### src/rtl/mul_arb_pkg.sv
// Shared types and defaults for the shared-multiplier arbiter.
package mul_arb_pkg;

   localparam int W_DEF    = 24;
   localparam int NREQ_DEF = 3;
   localparam int NREQ_MAX = 8;

   // Width of a requester index for a given requester count (at least 1 bit).
   function automatic int id_width(input int n);
      return (n > 1) ? $clog2(n) : 1;
   endfunction

   localparam int IDW     = id_width(NREQ_DEF);
   // Stage id fields are sized for the largest legal requester count so the
   // same stage types serve every legal NREQ.
   localparam int IDW_MAX = id_width(NREQ_MAX);

   // Operand stage: issuing requester and its operand pair.
   typedef struct packed {
      logic [IDW_MAX-1:0] id;
      logic [W_DEF-1:0]   a;
      logic [W_DEF-1:0]   b;
   } mul_s1_t;

   // Result stage: issuing requester, truncated product, overflow flag.
   typedef struct packed {
      logic [IDW_MAX-1:0] id;
      logic [W_DEF-1:0]   prod;
      logic               ovf;
   } mul_s2_t;

endpackage

### src/rtl/mul24_core.sv
// Combinational unsigned W x W -> 2W multiplier shared by all requesters.
module mul24_core #(
   parameter int W = 24
) (
   input  logic [W-1:0]   i_a,
   input  logic [W-1:0]   i_b,
   output logic [2*W-1:0] o_p
);

   // Full-width unsigned product; operands widened first so nothing is lost.
   assign o_p = (2*W)'(i_a) * (2*W)'(i_b);

endmodule

### src/rtl/mul_share_arb.sv
// Round-robin arbiter plus two-stage pipeline around a single shared
// multiplier. S1 holds the granted operands, S2 holds the product until the
// issuing requester accepts it. The stage types carry W_DEF-wide data, so W
// is expected to stay at its default.
module mul_share_arb
   import mul_arb_pkg::*;
#(
   parameter int NREQ = NREQ_DEF,
   parameter int W    = W_DEF
) (
   input  logic              clk,
   input  logic              rst_n,
   input  logic [NREQ-1:0]   req_valid,
   input  logic [NREQ*W-1:0] req_a,
   input  logic [NREQ*W-1:0] req_b,
   output logic [NREQ-1:0]   req_ready,
   output logic [NREQ-1:0]   resp_valid,
   input  logic [NREQ-1:0]   resp_ready,
   output logic [W-1:0]      resp_prod,
   output logic              resp_ovf
);

   localparam int PW = (NREQ == NREQ_DEF) ? IDW : id_width(NREQ);

   mul_s1_t         r_s1;
   mul_s2_t         r_s2;
   logic            r_v1;
   logic            r_v2;
   logic [PW-1:0]   r_ptr;

   logic [NREQ-1:0] w_resp_valid;
   logic            w_pop;
   logic            w_adv1;
   logic            w_adv2;
   logic [NREQ-1:0] w_grant;
   logic            w_gnt_any;
   logic [PW-1:0]   w_gidx;
   logic [PW-1:0]   w_ptr_nxt;
   logic [W-1:0]    w_a;
   logic [W-1:0]    w_b;
   logic [2*W-1:0]  w_prod;

   // First valid requester scanning upward from ptr with wrap-around.
   function automatic logic [NREQ-1:0] rr_grant(input logic [NREQ-1:0] valid,
                                                input logic [PW-1:0]   ptr);
      logic [NREQ-1:0] gnt;
      logic            found;
      int              idx;
      gnt   = '0;
      found = 1'b0;
      for (int k = 0; k < NREQ; k++) begin
         idx = (int'(ptr) + k) % NREQ;
         if (!found && valid[idx]) begin
            gnt[idx] = 1'b1;
            found    = 1'b1;
         end
      end
      return gnt;
   endfunction

   // Result addressing and handshake: only the issuer's resp_ready matters.
   always_comb begin
      w_resp_valid = '0;
      for (int i = 0; i < NREQ; i++) begin
         if (r_v2 && (int'(r_s2.id) == i)) w_resp_valid[i] = 1'b1;
      end
      w_pop  = |(w_resp_valid & resp_ready);
      w_adv2 = ~r_v2 | w_pop;
      w_adv1 = ~r_v1 | w_adv2;
   end

   // Grant selection and operand mux; grants are suppressed while in reset.
   always_comb begin
      w_grant   = (rst_n && w_adv1) ? rr_grant(req_valid, r_ptr) : '0;
      w_gnt_any = |w_grant;
      w_gidx    = '0;
      for (int i = 0; i < NREQ; i++) begin
         if (w_grant[i]) w_gidx = PW'(i);
      end
      w_ptr_nxt = (int'(w_gidx) == NREQ - 1) ? '0 : w_gidx + 1'b1;
      w_a       = req_a[int'(w_gidx)*W +: W];
      w_b       = req_b[int'(w_gidx)*W +: W];
   end

   mul24_core #(.W(W)) u_mul (
      .i_a (r_s1.a),
      .i_b (r_s1.b),
      .o_p (w_prod)
   );

   // Pipeline stages and round-robin pointer.
   always_ff @(posedge clk or negedge rst_n) begin
      if (!rst_n) begin
         r_s1  <= '0;
         r_s2  <= '0;
         r_v1  <= 1'b0;
         r_v2  <= 1'b0;
         r_ptr <= '0;
      end else begin
         if (w_adv2) begin
            r_v2 <= r_v1;
            r_s2 <= '{id: r_s1.id, prod: w_prod[W-1:0], ovf: |w_prod[2*W-1:W]};
         end
         if (w_adv1) begin
            r_v1 <= w_gnt_any;
            if (w_gnt_any) begin
               r_s1  <= '{id: IDW_MAX'(w_gidx), a: w_a, b: w_b};
               r_ptr <= w_ptr_nxt;
            end
         end
      end
   end

   assign req_ready  = w_grant;
   assign resp_valid = w_resp_valid;
   assign resp_prod  = r_s2.prod;
   assign resp_ovf   = r_s2.ovf;

endmodule

### config.mk
export PLATFORM = sky130hd
export DESIGN_NAME = mul_share_arb
export DESIGN_NICKNAME = d
export VERILOG_FILES = /design/src/rtl/mul_arb_pkg.sv /design/src/rtl/mul24_core.sv /design/src/rtl/mul_share_arb.sv
export SDC_FILE = /design/constraint.sdc
export NUM_CORES = 2
export LEC_CHECK = 0
export ABC_AREA = 1
export ABC_CLOCK_PERIOD_IN_PS = 7500
export BUFFER_PORTS_ARGS = -buffer_cell sky130_fd_sc_hd__buf_2
export CORE_MARGIN = 1
export CORE_UTILIZATION = 40
export DETAILED_ROUTE_END_ITERATION = 16
export PLACE_DENSITY = 0.64
export SLEW_MARGIN = 20
export SYNTH_ARGS = -nofsm -noshare
export SYNTH_HDL_FRONTEND = slang
export SYNTH_SLANG_ARGS = --single-unit
### constraint.sdc
create_clock -name clk -period 7.5 [get_ports clk]
set_input_delay 1.5 -clock clk [delete_from_list [all_inputs] [get_ports clk]]
set_output_delay 1.5 -clock clk [all_outputs]
set_load 0.05 [all_outputs]
==> flow_summary.json <==
{
  "syn_area_per_cell_um2": 7.20,
  "cp.arrival_ns": 7.31,
  "irDropWorstVdd_mv": 0.101,
  "r2r-end": "resp_ovf",
  "cts_made_buffers": 9,
  "synth_async_sr_flop_share_pct": 100,
  "die_h_um": 253,
  "dpl.cell_count": 4399,
  "clk_pin_slew_ns": 0.07,
  "path_class": "flop to flop",
  "cp-startpoint": "r_s1[29]",
  "seq_area_um2": 2000,
  "syn_nets": 4319,
  "drtAntennaViolNets": 0,
  "synth_ff_type": "dfrtp_1",
  "seq_area_frac_synth_pct": 7.93,
  "finalSetupTns_ns": 0,
  "critPathTopFamily": "adder cells",
  "grt_pass1_wl_um": 118000,
  "antenna_cells": 0,
  "placement.io_buffers": 182,
  "wl_per_cell_um": 15.9,
  "cp_common_cell": "nand2_1",
  "report.final.slew_viol_count": 0,
  "end_kind": "flop",
  "min_from": "r_v1",
  "fill_cells": 6364,
  "viasPerCell": 4.71,
  "holdCritPathClass": "flop to flop",
  "io_pins": 183,
  "leakagePower_uw": 0.0163,
  "min_path_cells": 2,
  "status": "finished, final reports clean",
  "cts_tree": "built",
  "r2r_slack_ns": 0.45,
  "cts.sinks": 80,
  "post_cts_buffers": 0,
  "die_x_um": 253,
  "layout_common_cells": "nand2_1, inv_1, fa_1",
  "cp_max_fo": 13,
  "setup_viol": 0,
  "initial_utilization_pct": 40.7,
  "cellPowerDensity_nw_per_um2": 36.7,
  "maxCapViolCount": 0,
  "drc": 0,
  "place_hpwl_um": 60500,
  "synth_seq_cells": 80,
  "synthCells": 3507,
  "area_growth_pct": 7.76,
  "cts_resized": 0,
  "grt-ovfl-total": 0,
  "synth-edff-count": 0,
  "first_iter_violations": 1459,
  "clock_latency_ns": 0.36,
  "syn_area_um2": 25200,
  "layout.nets": 4386,
  "worst_clock_skew_ns": 0.0111,
  "cts_hold_buf": 0,
  "slowest_delay_ns": 0.60,
  "htreeDepth": 3,
  "max_slew_margin_pct": 47.2,
  "grt_pass1_vias": 21700,
  "die_area_um2": 64100,
  "design.core.area_um2": 62100,
  "start_kind": "flop",
  "worst_slew_pin_slew_ns": 0.792,
  "period_share_pct": 94.1,
  "fin_crit_ns": 7.05,
  "worstRegToRegCells": 32,
  "grt_setup_unrepaired": "false",
  "grt_antenna_before_repair": 1,
  "yosysWarningCount": 0,
  "required_ns": 7.76,
  "routabilityCongestion": 0.938,
  "r2r_start": "r_s1[29]",
  "layout.cells.non_filler": 4415,
  "crit_buf_inv": 9,
  "fmax_mhz": 142,
  "vias": 20800,
  "final_common_cell": "nand2_1",
  "grt_max_degree": 52,
  "wl_um": 70400,
  "multi_input_area_um2": 18500,
  "clockRootBuffer": "clkbuf_16",
  "hold_violations": 0,
  "first_pass_iters": 5,
  "ys_types": 39,
  "final_layout_size_suffix_gt1_share_pct": 9.03,
  "min_to": "r_v2",
  "cts_buffer_depth": 2,
  "gr-usage-all-layers_pct": 23.6,
  "rows": 91,
  "cp_slowest_cell": "dfrtp_1"
}
==> routing by layer <==
layer  track usage [%]  routed length [um]  vias to the layer above
li1                  -                   -                     9924
met1              33.3               32200                    10200
met2              38.7               32600                      602
met3              3.24                4490                       73
met4              4.09                1110                        0
met5                 0                   0                        -
==> through the flow <==
stage	setup WS [ns]	area [um2]	power, uW	utilization [%]	hold WS, ns
2_1_floorplan	1.17	25200	458	-	0.431
3_3_place_gp	0.476	26900	510	43.3	0.457
3_5_place_dp	0.509	26900	511	43.3	0.457
4_1_cts	0.476	27200	1010	43.8	0.477
5_1_grt	0.0285	27200	1030	43.8	0.517
6_report	0.445	27200	997	43.8	0.475
==> cells by family (layout without fill, tap and decap cells) <==
family	Yosys count	in the layout	synth area share [%]
flip-flops	80	80	7.93
buffers and inverters	1216	1287	18.8
AND/OR/NAND/NOR	1401	1401	21.6
adder cells (fa/ha/maj)	660	660	47.0
XOR/XNOR	27	27	0.937
AO/OA/AOI/OAI	123	123	3.66
==> where the power goes <==
group	internal (uW)	total, uW	switching, uW
Combinational	35.6	70.9	35.3
Sequential	431	431	0
Clock	291	495	204
==> final cells by class <==
class | instances | area share, %
multi-input combinational | 2211 | 68.0
inverter | 1015 | 14.0
sequential | 80 | 7.36
timing repair buffer | 257 | 5.59
tap | 837 | 3.85
clock buffer | 10 | 0.842
clock inverter | 5 | 0.299
==> worst reg2reg max path: cells and delay by family (launching register included) <==
kind	cells	cell delay, ns
fa+ha+maj	8	4.00
buf+inv	9	0.84
flops	1	0.60
simple gates	15	1.50
==> cell usage after synthesis (9+ instances only) <==
library cell / number / area [um2]
o21a_1: 13 / 97.6
nor2_1: 124 / 465
a21oi_1: 29 / 145
inv_1: 1007 / 3780
nand3_1: 60 / 300
ha_1: 178 / 2230
clkbuf_1: 152 / 571
xnor2_1: 17 / 149
fa_1: 482 / 9650
nand4_1: 18 / 113
xor2_1: 10 / 87.6
dfrtp_1: 80 / 2000
buf_4: 27 / 203
nand2_1: 1172 / 4400
nor3_1: 9 / 45.0
o21ai_0: 26 / 130
buf_2: 14 / 70.1
a31oi_2: 29 / 363
==> how the worst max path moves through the flow <==
stage | end | slack [ns] | cells after the start
after floorplan | resp_ovf | 1.17 | 33
after detailed placement | resp_ovf | 0.51 | 30
after CTS | resp_ovf | 0.48 | 30
final | resp_ovf | 0.45 | 32
after global placement | resp_ovf | 0.48 | 29
after global routing | resp_ovf | 0.03 | 30
==> registers in the layout, summed over array words and instances (netlist names) <==
register and count:
r_s1 50, r_s2 2, resp_prod 24, r_ptr 1, r_v1 1, r_v2 1, resp_ovf 1
No activity file was read; power rests on OpenSTA's default activity.
